==> src/rtl/iq_tx_interp_pkg.sv <==
// iq_tx_interp_pkg
//   Shared definitions for the transmit IQ CIC interpolator.
//   cic_width : internal CIC register width W = in_w + stages * cnt_w.
//   saturate  : clamps a sign-extended value to a signed out_w-bit range.
//               The value is carried at SAT_MAX_WIDTH bits, so W must not
//               exceed SAT_MAX_WIDTH.
package iq_tx_interp_pkg;

    localparam int unsigned SAT_MAX_WIDTH = 64;

    function automatic int unsigned cic_width(input int unsigned in_w,
                                              input int unsigned stages,
                                              input int unsigned cnt_w);
        return in_w + stages * cnt_w;
    endfunction

    function automatic logic signed [SAT_MAX_WIDTH-1:0] saturate(
        input logic signed [SAT_MAX_WIDTH-1:0] v,
        input int unsigned                     out_w
    );
        logic signed [SAT_MAX_WIDTH-1:0] hi;
        logic signed [SAT_MAX_WIDTH-1:0] lo;
        hi = (64'sd1 <<< (out_w - 1)) - 64'sd1;
        lo = -(64'sd1 <<< (out_w - 1));
        if (v > hi)
            return hi;
        else if (v < lo)
            return lo;
        else
            return v;
    endfunction

endpackage

==> src/rtl/cic_interp_lane.sv <==
// cic_interp_lane
//   One channel of the CIC interpolator: input capture, comb chain,
//   zero-stuff register, integrator chain, gain shift and saturation.
//   Ports:
//     clk_in    : high-rate clock
//     RST       : synchronous active-high reset
//     accept    : high on request cycles; din is consumed on this edge
//     din_valid : din holds a real sample (otherwise a zero is injected)
//     din       : signed input sample
//     dout      : registered, saturated interpolated output
module cic_interp_lane
    import iq_tx_interp_pkg::*;
#(
    parameter int unsigned INPUT_WIDTH  = 12,
    parameter int unsigned OUTPUT_WIDTH = 12,
    parameter int unsigned STAGES       = 3,
    parameter int unsigned GAIN_SHIFT   = 4,
    parameter int unsigned W            = cic_width(12, 3, 8)
) (
    input  logic                           clk_in,
    input  logic                           RST,
    input  logic                           accept,
    input  logic                           din_valid,
    input  logic signed [INPUT_WIDTH-1:0]  din,
    output logic signed [OUTPUT_WIDTH-1:0] dout
);

    // The accepted sample is registered first; the comb chain then runs
    // from x_r on the cycle after the accept edge (acc_r marks that cycle).
    logic signed [W-1:0] x_r;
    logic                acc_r;
    logic signed [W-1:0] c     [STAGES+1];
    logic signed [W-1:0] d     [STAGES];
    logic signed [W-1:0] integ [STAGES];
    logic signed [W-1:0] z;

    always_comb begin
        c[0] = x_r;
        for (int unsigned k = 1; k <= STAGES; k++)
            c[k] = c[k-1] - d[k-1];
    end

    always_ff @(posedge clk_in) begin
        if (RST) begin
            x_r   <= '0;
            acc_r <= 1'b0;
            z     <= '0;
            dout  <= '0;
            for (int unsigned k = 0; k < STAGES; k++) begin
                d[k]     <= '0;
                integ[k] <= '0;
            end
        end else begin
            acc_r <= accept;
            if (accept)
                x_r <= din_valid ? {{(W-INPUT_WIDTH){din[INPUT_WIDTH-1]}}, din} : '0;
            if (acc_r)
                for (int unsigned k = 0; k < STAGES; k++)
                    d[k] <= c[k];
            // Zero-stuffing: only comb-update cycles feed the integrators.
            z <= acc_r ? c[STAGES] : '0;
            integ[0] <= integ[0] + z;
            for (int unsigned k = 1; k < STAGES; k++)
                integ[k] <= integ[k] + integ[k-1];
            dout <= OUTPUT_WIDTH'(saturate(64'(integ[STAGES-1] >>> GAIN_SHIFT),
                                           OUTPUT_WIDTH));
        end
    end

endmodule

==> src/rtl/iq_tx_interp.sv <==
// iq_tx_interp
//   Transmit-side IQ CIC interpolator; upsamples I/Q by runtime ratio N.
//   Ports:
//     clk_in    : high-rate sample clock
//     RST       : synchronous active-high reset
//     N         : interpolation ratio (0 behaves as 1), latched at wrap
//     I_IN/Q_IN : signed low-rate input samples
//     in_valid  : input sample present
//     in_ready  : one-cycle request strobe every N_lat clocks
//     I_OUT/Q_OUT : interpolated, saturated outputs
//     out_valid : sticky, set STAGES+2 cycles after the first accept
//     underflow : sticky, set when a request cycle has no valid sample
module iq_tx_interp
    import iq_tx_interp_pkg::*;
#(
    parameter int unsigned CNT_WIDTH    = 8,
    parameter int unsigned INPUT_WIDTH  = 12,
    parameter int unsigned OUTPUT_WIDTH = 12,
    parameter int unsigned STAGES       = 3,
    parameter int unsigned GAIN_SHIFT   = 4
) (
    input  logic                           clk_in,
    input  logic                           RST,
    input  logic [CNT_WIDTH-1:0]           N,
    input  logic signed [INPUT_WIDTH-1:0]  I_IN,
    input  logic signed [INPUT_WIDTH-1:0]  Q_IN,
    input  logic                           in_valid,
    output logic                           in_ready,
    output logic signed [OUTPUT_WIDTH-1:0] I_OUT,
    output logic signed [OUTPUT_WIDTH-1:0] Q_OUT,
    output logic                           out_valid,
    output logic                           underflow
);

    localparam int unsigned W = cic_width(INPUT_WIDTH, STAGES, CNT_WIDTH);

    logic [CNT_WIDTH-1:0] cnt;
    logic [CNT_WIDTH-1:0] n_lat;
    logic [CNT_WIDTH-1:0] n_eff;
    logic [STAGES+2:0]    vpipe;

    assign n_eff     = (N == '0) ? CNT_WIDTH'(1) : N;
    assign in_ready  = (cnt == '0) && !RST;
    assign out_valid = vpipe[STAGES+2];

    always_ff @(posedge clk_in) begin
        if (RST) begin
            cnt       <= '0;
            n_lat     <= n_eff;
            underflow <= 1'b0;
            vpipe     <= '0;
        end else begin
            // N is only sampled when the counter is about to return to 0.
            if (cnt == n_lat - CNT_WIDTH'(1)) begin
                cnt   <= '0;
                n_lat <= n_eff;
            end else begin
                cnt <= cnt + CNT_WIDTH'(1);
            end
            if (in_ready && !in_valid)
                underflow <= 1'b1;
            // Bit 0 is a sticky "accepted once" flag; the rest delay it.
            vpipe <= {vpipe[STAGES+1:0], vpipe[0] | in_ready};
        end
    end

    cic_interp_lane #(
        .INPUT_WIDTH  (INPUT_WIDTH),
        .OUTPUT_WIDTH (OUTPUT_WIDTH),
        .STAGES       (STAGES),
        .GAIN_SHIFT   (GAIN_SHIFT),
        .W            (W)
    ) u_lane_i (
        .clk_in    (clk_in),
        .RST       (RST),
        .accept    (in_ready),
        .din_valid (in_valid),
        .din       (I_IN),
        .dout      (I_OUT)
    );

    cic_interp_lane #(
        .INPUT_WIDTH  (INPUT_WIDTH),
        .OUTPUT_WIDTH (OUTPUT_WIDTH),
        .STAGES       (STAGES),
        .GAIN_SHIFT   (GAIN_SHIFT),
        .W            (W)
    ) u_lane_q (
        .clk_in    (clk_in),
        .RST       (RST),
        .accept    (in_ready),
        .din_valid (in_valid),
        .din       (Q_IN),
        .dout      (Q_OUT)
    );

endmodule

==> config.mk <==
export PLATFORM = sky130hd
export DESIGN_NAME = iq_tx_interp
export DESIGN_NICKNAME = d
export VERILOG_FILES = /design/src/rtl/iq_tx_interp_pkg.sv /design/src/rtl/cic_interp_lane.sv /design/src/rtl/iq_tx_interp.sv
export SDC_FILE = /design/constraint.sdc
export NUM_CORES = 1
export LEC_CHECK = 0
export BUFFER_PORTS_ARGS = -buffer_cell sky130_fd_sc_hd__buf_2
export CAP_MARGIN = 40
export CORE_UTILIZATION = 55
export CTS_CLUSTER_SIZE = 20
export DETAILED_ROUTE_END_ITERATION = 7
export HOLD_SLACK_MARGIN = 0.05
export PLACE_DENSITY = 0.71
export SLEW_MARGIN = 10
export SYNTH_ARGS = -nofsm -noshare
export SYNTH_HDL_FRONTEND = slang
export SYNTH_HIERARCHICAL = 1
export SYNTH_SLANG_ARGS = --single-unit
export TNS_END_PERCENT = 1
==> constraint.sdc <==
create_clock -name clk_in -period 18.2 [get_ports clk_in]
set_input_delay 1.82 -clock clk_in [delete_from_list [all_inputs] [get_ports clk_in]]
set_output_delay 1.82 -clock clk_in [all_outputs]
set_load 0.02 [all_outputs]
=== Yosys cells after proc, flatten, opt, wreduce, memory -nomap -nowiden ===
Memory sizes are Yosys's and may differ from the RTL's.
Index checks and enable logic that the tools add are counted.

* Register bits: 192
* Memory bits (writable): 432
* Input port bits: 35
* Output and inout port bits: 27
* Logic and storage cells: 88
* Memories: 4

{| class="wikitable"
|+ Memories
! name !! words !! width !! rd ports !! clocked after memory_dff !! wr ports !! RTL line !! text
|-
| u_lane_i.d || 3 || 36 || 3 || 0 || 3 || cic_interp_lane.sv:33 || <nowiki>logic signed [W-1:0] d [STAGES];</nowiki>
|-
| u_lane_i.integ || 3 || 36 || 3 || 0 || 3 || cic_interp_lane.sv:34 || <nowiki>logic signed [W-1:0] integ [STAGES];</nowiki>
|-
| u_lane_q.d || 3 || 36 || 3 || 0 || 3 || cic_interp_lane.sv:33 ||
|-
| u_lane_q.integ || 3 || 36 || 3 || 0 || 3 || cic_interp_lane.sv:34 ||
|}

* Add/subtract/negate cells: 14
* Magnitude comparators: 4
* Equal/unequal tests: 1
* Mux-type cells: 27
* Bitwise operators: 14
* Reduce and logical (&&, ||, !) cells: 11

{| class="wikitable"
|+ Operators by type and width
! operator !! number
|-
| 2-to-1 mux 36 bit || 14
|-
| adder 36 bit || 6
|-
| subtractor 36 bit || 6
|-
| > comparator 32 x 12 -> 1 bit (second input constant) || 2
|-
| less-than comparator 32 x 12 -> 1 bit (second input constant) || 2
|-
| 2-to-1 mux 12 bit || 2
|-
| 2-to-1 mux 8 bit || 3
|-
| 2-to-1 mux 11 bit || 2
|-
| zero test 8 bit || 2
|-
| bitwise OR 1 bit || 13
|-
| adder 8 x 1 -> 8 bit (second input constant) || 1
|-
| == test 8 bit || 1
|-
| OR reduction 2 bit || 4
|-
| subtractor 8 x 1 -> 8 bit (second input constant) || 1
|-
| 2-to-1 mux 1 bit || 6
|-
| logical AND 1 bit || 2
|-
| zero test 1 bit || 2
|-
| nonzero test 2 bit || 1
|-
| inverter 1 bit || 1
|}

=== Depth between registers and ports, before layout ===
Gate-level depths: netlist (run 1).

* Depth after elaboration: 4
* Gate-level depth with buffers: 37

=== Hierarchy ===
The synthesis (run 1) kept the hierarchy.

{| class="wikitable"
|+ Modules (own cells, without submodules)
! module !! instances !! cells each !! area each (um^2) !! seq. area each (um^2)
|-
| cic_interp_lane at u_lane_i || 1 || 2,021 || 17,687.0 || 5,905.7
|-
| cic_interp_lane at u_lane_q || 1 || 1,903 || 17,175.2 || 5,905.7
|-
| iq_tx_interp || 1 || 107 || 1,147.4 || 540.5
|}

=== Worst setup path before layout (run 1) ===
OpenSTA, ideal clock, no wires.

* Kind: register to register
* Start point: register u_lane_q.x_r[0]
* End point: register u_lane_q.z[35]
* Data arrival time: 6,447 ps
* Slack: 11,626 ps
* Cell stages (with the launch flop): 37
* Buffers on the path: 1
* Period minus slack after synthesis: 6,574 ps
* Path through: dfxtp_1 > inv_1 > ha_1 > fa_1 > nor2b_1 > o21ai_0 > nand2b_1 > a21o_1 > a21o_1 > a21o_1 > a21o_1 > a31oi_2 > nor2_1 > a211oi_1 > fa_1 > inv_1 > ha_1 > clkbuf_2 > and4_1 > nand2_1 > a2111o_1 > a31oi_1 > o21ai_1 > nand2_1 > a221o_1 > xor2_1 > ha_1 > a21o_1 > a21o_1 > a21o_1 > a211oi_1 > o21ai_1 > a221o_1 > a31oi_1 > xor2_1 > xnor2_1 > nor2_1

{| class="wikitable"
|+ RTL lines
! what !! RTL line !! text
|-
| start: declaration || cic_interp_lane.sv:30 || <nowiki>logic signed [W-1:0] x_r;</nowiki>
|-
| start signal: assignment || cic_interp_lane.sv:56 || <nowiki>x_r <= din_valid ? {{(W-INPUT_WIDTH){din[INPUT_WIDTH-1]}}, din} : '0;</nowiki>
|-
| end signal: assignment || cic_interp_lane.sv:61 || <nowiki>z <= acc_r ? c[STAGES] : '0;</nowiki>
|-
| end: declaration || cic_interp_lane.sv:35 || <nowiki>logic signed [W-1:0] z;</nowiki>
|}

==> results by group, run 1 <==
Status
  • Status: finished clean

Global route
  • GR Util All Layers: 0.222
  • Vias in the first global route: about 26000
  • Initial antenna violation count: 0
  • First-pass GRT wire length: between 100000 and 150000 um
  • Largest net degree at the start of global routing: 72
  • Gr ovfl total: 0

Clock tree
  • Clock Latency Late Sink: 0.65 ns
  • CTS Buf Count: 60
  • CTS H-tree depth: 2
  • Largest buffer count on any clock path: 3
  • Root buffer cell: clkbuf_16
  • Clock slew at reported path FFs: 0.06 ns
  • CTS Hold Bufs: 0
  • Total clock sinks: 529
  • CTS tree: built
  • Postcts setup bufs: 0
  • CTS resizes: 0

Setup path
  • Critical Path Source: u_lane_q/x_r[0]
  • Crit-path max cell delay: 0.48 ns
  • CP most frequent cell: a21o_1
  • Critical path class: reg2reg
  • Slowest cell on crit path: fa_1
  • Reg2Reg Launch Point: u_lane_q/x_r[0]
  • Worst EP required: 18.71 ns
  • Crit path launch type: flip-flop
  • CP Capture Type: flip-flop
  • CP Max Fanout: 8
  • CP arrival: 7.83 ns

Logic synthesis
  • Post-synthesis adder-cell area fraction: 0.144
  • Syn Inst Count: just over 4000
  • Post-synthesis register bit count: 529
  • Post-synth EDFFs: 176
  • Mean post-synth cell area: a little under 9 sq um
  • Most numerous cell in the Yosys netlist: nor2_1
  • Mapped Nets: 4467
  • Ranking of synthesized cells by instance count: nor2_1 (441), ha_1 (377), dfxtp_1 (353), a21oi_1 (299), inv_1 (272)
  • Synthesis Warnings: 6
  • Simple-Gate Fraction of Synth Area: 0.177
  • Compound-cell area share of the yosys netlist: 0.215
  • Yosys cell types: 111
  • Area contributors post-synth: dfxtp_1 (20%), edfxtp_1 (15%), ha_1 (13%), nor2_1 (4.6%), a21oi_1 (4.2%)
  • Seq/Total Area, Yosys: 0.343
  • Ys async rst share: 0
  • Mapped Area: 0.0360 sq mm
  • Synth Area in XOR/XNOR: 0.0766
  • Dominant cell type by area after synthesis: dfxtp_1
  • Main combinational cell family by area after synthesis: compound AO/OA/AOI/OAI gates
  • Post-synthesis mux area share: 0.00295
  • Top-area cell type share of the netlist area: 0.196
  • Most used DFF post-synth: dfxtp_1

Worst hold path
  • Tightest Hold Check Type: reg2reg
  • HP Start: vpipe[1]

Floorplanning
  • # rows: 93
  • Die ar.: 0.0665 sq mm
  • Starting density of the core: 0.558
  • Core box area: between 0.06 and 0.07 sq mm
  • Die Ht: 258 um
  • Die Wd: approximately 260 um
  • I/O pin total: 62

STA
  • Final hold vios: 0
  • Worst clock skew: 0.0357 ns
  • Worst-Margin Slew: 0.722 ns
  • Fin crit share: 0.402
  • Worst rel slew slack: 0.506
  • Post-Route Setup TNS: 0 ns
  • Final Max Slew Viols: 0
  • Final setup fails: 0
  • Fin crit period: 7.32 ns
  • F_max: 137 MHz
  • Unrepaired setup endpoints after global routing: false

Power and ir drop
  • Design Power: 0.00467 W
  • Leak pwr: 17.4 nW
  • Cell area power density: 119 mW/mm^2
  • VDD IR-drop max: 0.0000772 V

Routing
  • Drc violations: 0
  • Vias per cell: 5.60
  • Routed via count: between 20000 and 30000
  • Routed Antenna Nets: 0
  • Avg WL per Cell: roughly 15 um
  • Routed Wire Length: 74300 um
  • Iteration-0 DRC Markers: 1710
  • DR pass1 iterations: 5

Layout
  • Area grow syn2layout: 8.85%
  • Nets@finish: about 4500
  • Ant diodes: 0
  • Share of cells above drive strength 1: 0.0633

Flow run
  • Maxcap violations: 0

Place
  • IO buf count: 61
  • Gpl congestion: about 0.91
  • Dpl hpwl: 56100 um
==> per-layer routing <==
layer | GRT usage | vias up | wire [um]
li1 | - | 14600 | -
met1 | 0.327 | 12600 | 39000
met2 | 0.341 | 487 | 30900
met3 | 0.0249 | 113 | 2710
met4 | 0.0651 | 0 | 1750
met5 | 0 | - | 0
==> cell families after synthesis <==
group           after synthesis
compound gates             1121
fa+ha+maj                   401
buf+inv                     387
xor+xnor                    311
simple gates               1272
flops                       529
mux                          10
==> layout by cell type (no fill, tap or decap), types with 17 or more instances in the layout <==
| cell | count |
|---|---|
| nor2_1 | 441 |
| ha_1 | 377 |
| dfxtp_1 | 353 |
| a21oi_1 | 299 |
| inv_1 | 272 |
| a21o_1 | 193 |
| edfxtp_1 | 176 |
| nand2_1 | 174 |
| and2_1 | 174 |
| xnor2_1 | 161 |
| xor2_1 | 147 |
| o21ai_0 | 145 |
| nor2b_1 | 89 |
| nor3_1 | 81 |
| o21a_1 | 75 |
| nand3_1 | 66 |
| clkbuf_16 | 60 |
| buf_2 | 60 |
| a211oi_1 | 51 |
| nand2b_1 | 49 |
| nand4_1 | 47 |
| a31oi_1 | 46 |
| o21ai_1 | 40 |
| and3_1 | 38 |
| o21bai_1 | 31 |
| fa_1 | 24 |
| o211ai_1 | 22 |
| nor4_1 | 21 |
| clkbuf_1 | 17 |
==> metrics by stage <==
stage | std cells | setup slack [ns] | hold slack, ns | cell area [sq um] | utilization
after global placement | 4841 | 11.06 | 0.423 | 37000 | 0.573
after CTS | 4963 | 10.91 | 0.446 | 39200 | 0.607
after floorplan | 4031 | 11.63 | 0.414 | 36000 | -
final | 4963 | 10.88 | 0.443 | 39200 | 0.607
after detailed placement | 4850 | 10.91 | 0.429 | 37200 | 0.576
after global routing | 4963 | 10.26 | 0.465 | 39200 | 0.607
==> cell type report <==
cell class	count	area, sq um
Clock buffer	90	1730
Tap cell	855	1070
Multi-Input combinational cell	3115	22200
Sequential cell	529	12400
Timing Repair Buffer	79	523
Clock inverter	23	289
Inverter	272	1020
Fill cell	5651	25400
==> worst paths after layout <==
kind,end,slack [ns],cells after the start
max,u_lane_q/z[35],10.88,35
min,vpipe[2],0.44,1
max reg2reg,u_lane_q/z[35],10.88,35
min reg2reg,vpipe[2],0.44,1
==> critical path: cells and delay by family, from the launching register on <==
family	cells	cell delay (ns)
AO/OA/AOI/OAI	18	3.91
AND/OR/NAND/NOR	7	0.83
adder cells (fa/ha/maj)	5	1.46
XOR/XNOR	3	0.54
flip-flops	1	0.30
buffers and inverters	2	0.15
==> state kept, by name, indices dropped and copies added (netlist names), 12 cells and up <==
signal / cells
u_lane_q/x_r: 12
u_lane_i/dout: 12
u_lane_i/integ: 108
u_lane_q/dout: 12
u_lane_i/z: 36
u_lane_i/d: 84
u_lane_q/z: 36
u_lane_q/d: 84
u_lane_i/x_r: 12
u_lane_q/integ: 108
==> power by group <==
part | internal [W] | switching [W]
clock | 0.000728 | 0.000491
combinational | 0.000841 | 0.00115
sequential | 0.00137 | 0.0000862
Power figures use the tool's default switching activity.
==> inputs of run 2 (changes only) <==
Settings changed: ABC_AREA set to 1.
Clock period 18.2 ns to 6.8 ns, I/O delays scaled along.
==> run 2 against run 1 <==
Effect of this change: power rose to 2.8 times the previous value; via count rose by 34%; sequential power rose to 2.6 times the previous value; fmax rose by 24%; global-route usage rose by 6.5 points; critical path depth fell by 1; clock power rose to 2.9 times the previous value.
==> results by group, run 2 <==
Status
  • Status: finished clean

STA
  • Final Max Slew Viols: 0
  • Fin crit share: 0.867
  • Worst-Margin Slew: 0.886 ns
  • Post-Route Setup TNS: 0 ns
  • Final worst slack: between 0.9 and 1 ns
  • F_max: between 150 and 200 MHz
  • Unrepaired setup endpoints after global routing: false
  • Fin crit period: 5.89 ns
  • Worst rel slew slack: 0.410
  • Final hold slack: 0.221 ns
  • Worst clock skew: 0.0307 ns
  • Final hold vios: 0
  • Final setup fails: 0

Clock tree
  • CTS Buf Count: 61
  • Postcts setup bufs: 0
  • Root buffer cell: clkbuf_16
  • CTS Hold Bufs: 0
  • Clock Latency Late Sink: 0.65 ns
  • CTS resizes: 0
  • Total clock sinks: between 500 and 600
  • CTS tree: built
  • CTS H-tree depth: 2
  • Clock slew at reported path FFs: 0.07 ns
  • Largest buffer count on any clock path: 3

Routing
  • Vias per cell: ~5.5
  • Routed Antenna Nets: 0
  • Avg WL per Cell: ~16 um
  • Drc violations: 0
  • Routed via count: 37300
  • Iteration-0 DRC Markers: 2294
  • Routed Wire Length: 107000 um
  • DR pass1 iterations: 8

Layout
  • Largest registers: u_lane_i/integ (108), u_lane_q/integ (108)
  • Register area: approximately 0.012 sq mm
  • Ant diodes: 0
  • Share of cells above drive strength 1: 0.0615
  • Nets@finish: roughly 6300
  • Commonest non-fill, non-tap cell in the layout: nand2_1
  • Commonest non-fill, non-tap cells in the layout: nand2_1 (1007), inv_1 (900), nor2_1 (797)
  • Fillers: 6967
  • Multi-input logic area: 0.0239 sq mm
  • Area grow syn2layout: 9.04%

Logic synthesis
  • Most numerous cell in the Yosys netlist: nand2_1
  • Mapped Nets: between 6000 and 7000
  • Post-synthesis register bit count: 529
  • Ys async rst share: 0
  • Mapped Area: 0.0400 sq mm
  • Mean post-synth cell area: 6.92 sq um
  • Dominant cell type by area after synthesis: dfxtp_1
  • Seq/Total Area, Yosys: 0.309
  • Top-area cell type share of the netlist area: 0.177
  • Syn Inst Count: 5775
  • Post-synth EDFFs: about 180
  • Area contributors post-synth: dfxtp_1 (18%), edfxtp_1 (13%), ha_1 (12%), a21oi_1 (9.8%), nand2_1 (9.5%)
  • Most used DFF post-synth: dfxtp_1
  • Ranking of synthesized cells by instance count: nand2_1 (1009), inv_1 (903), nor2_1 (798), a21oi_1 (779), o21ai_0 (404)
  • Yosys cell types: 72
  • Synthesis Warnings: 6

Setup path
  • Worst EP required: 7.36 ns
  • Crit path launch type: flip-flop
  • CP Max Fanout: 4
  • CP Capture Type: flip-flop
  • Slowest cell on crit path: fa_1
  • CP arrival: 6.46 ns
  • Critical path class: reg2reg
  • Crit-path max cell delay: roughly 0.50 ns

Place
  • IO buf count: 61
  • Gpl congestion: 0.958
  • Dpl hpwl: 85100 um
  • DP Worst Slack: 1.00 ns

Floorplanning
  • Die Wd: 272 um
  • Die ar.: 0.0738 sq mm
  • Starting density of the core: 0.557
  • Die Ht: about 270 um
  • I/O pin total: 62
  • # rows: 98
  • Core box area: 0.0717 sq mm

Power and ir drop
  • Leak pwr: 19.8 nW
  • VDD IR-drop max: 0.000228 V
  • Cell area power density: 295 mW/mm^2

Worst hold path
  • Tightest Hold Check Type: in2reg

Global route
  • Gr ovfl total: 0
  • GR Util All Layers: 0.287
  • Largest net degree at the start of global routing: 67
  • Vias in the first global route: 36000
  • Initial antenna violation count: 0
  • First-pass GRT wire length: 175000 um

Flow run
  • Maxcap violations: 0
run 2: changes by cell type in the layout (fill, tap and decap cells not counted), moves of 160 or more:
cell | before | now
a21oi_1 | 299 | 779
and2_1 | 174 | 14
inv_1 | 272 | 900
nand2_1 | 174 | 1007
nor2_1 | 441 | 797
o21ai_0 | 145 | 404
run 2: stage by stage:
step | power [W] | instance area (sq um) | util | cells
final | 0.0129 | 43600 | 0.608 | 6840
after global routing | 0.0138 | 43600 | 0.608 | 6840
after CTS | 0.0129 | 43600 | 0.608 | 6840
after floorplan | 0.00789 | 40000 | - | 5775
after global placement | 0.00919 | 41300 | 0.575 | 6718
after detailed placement | 0.00926 | 41400 | 0.577 | 6724
run 2: cells by family after synthesis:
group,count (synthesis),synth area share
AOI/OAI and AO/OA,1493,0.209
xor gates and xnor gates,92,0.0205
adders and majority gates,401,0.130
buffers and inverters,1002,0.0946
DFF,529,0.309
and+or+nand+nor,2258,0.237
run 2: power by group:
part           total, W  switching (W)  internal (W)  leakage (nW)
clock           0.00359        0.00143       0.00216          1.09
sequential      0.00384       0.000221       0.00362          4.71
combinational   0.00545        0.00363       0.00182          14.0
total            0.0129        0.00528       0.00760          19.8
run 2: final timing paths:
path / to / cells past startpoint / slack, ns / startpoint
worst max-delay path: u_lane_q/z[34] / 34 / 0.91 / u_lane_q/x_r[0]
worst min register to register: vpipe[3] / 2 / 0.41 / vpipe[2]
worst min-delay path: n_lat[7] / 1 / 0.22 / N[7]
worst max register to register: u_lane_q/z[34] / 34 / 0.91 / u_lane_q/x_r[0]
run 2: worst max-delay path: cells and delay by family, from the launching register on:
| kind | cells | cell delay [ns] |
|---|---|---|
| simple gates | 15 | 2.04 |
| xor+xnor | 1 | 0.23 |
| compound gates | 6 | 0.81 |
| buf+inv | 7 | 0.53 |
| fa+ha+maj | 5 | 1.86 |
| flops | 1 | 0.33 |
run 2: layout make-up:
cell class | instances | area share
Clock buffer | 75 | 0.0405
Clock inverter | 41 | 0.0108
Inverter | 925 | 0.0796
Multi-Input combinational cell | 4244 | 0.547
Sequential cell | 529 | 0.283
Tap cell | 950 | 0.0273
Timing Repair Buffer | 76 | 0.0111
run 2: routing by layer:
metal / GRT usage / vias to the layer above / wire [um]
met1: 0.371 / 17000 / 49200
met4: 0.0936 / 0 / 3210
met2: 0.504 / 840 / 50400
met5: 0 / - / 0
li1: - / 19300 / -
met3: 0.0246 / 184 / 3910
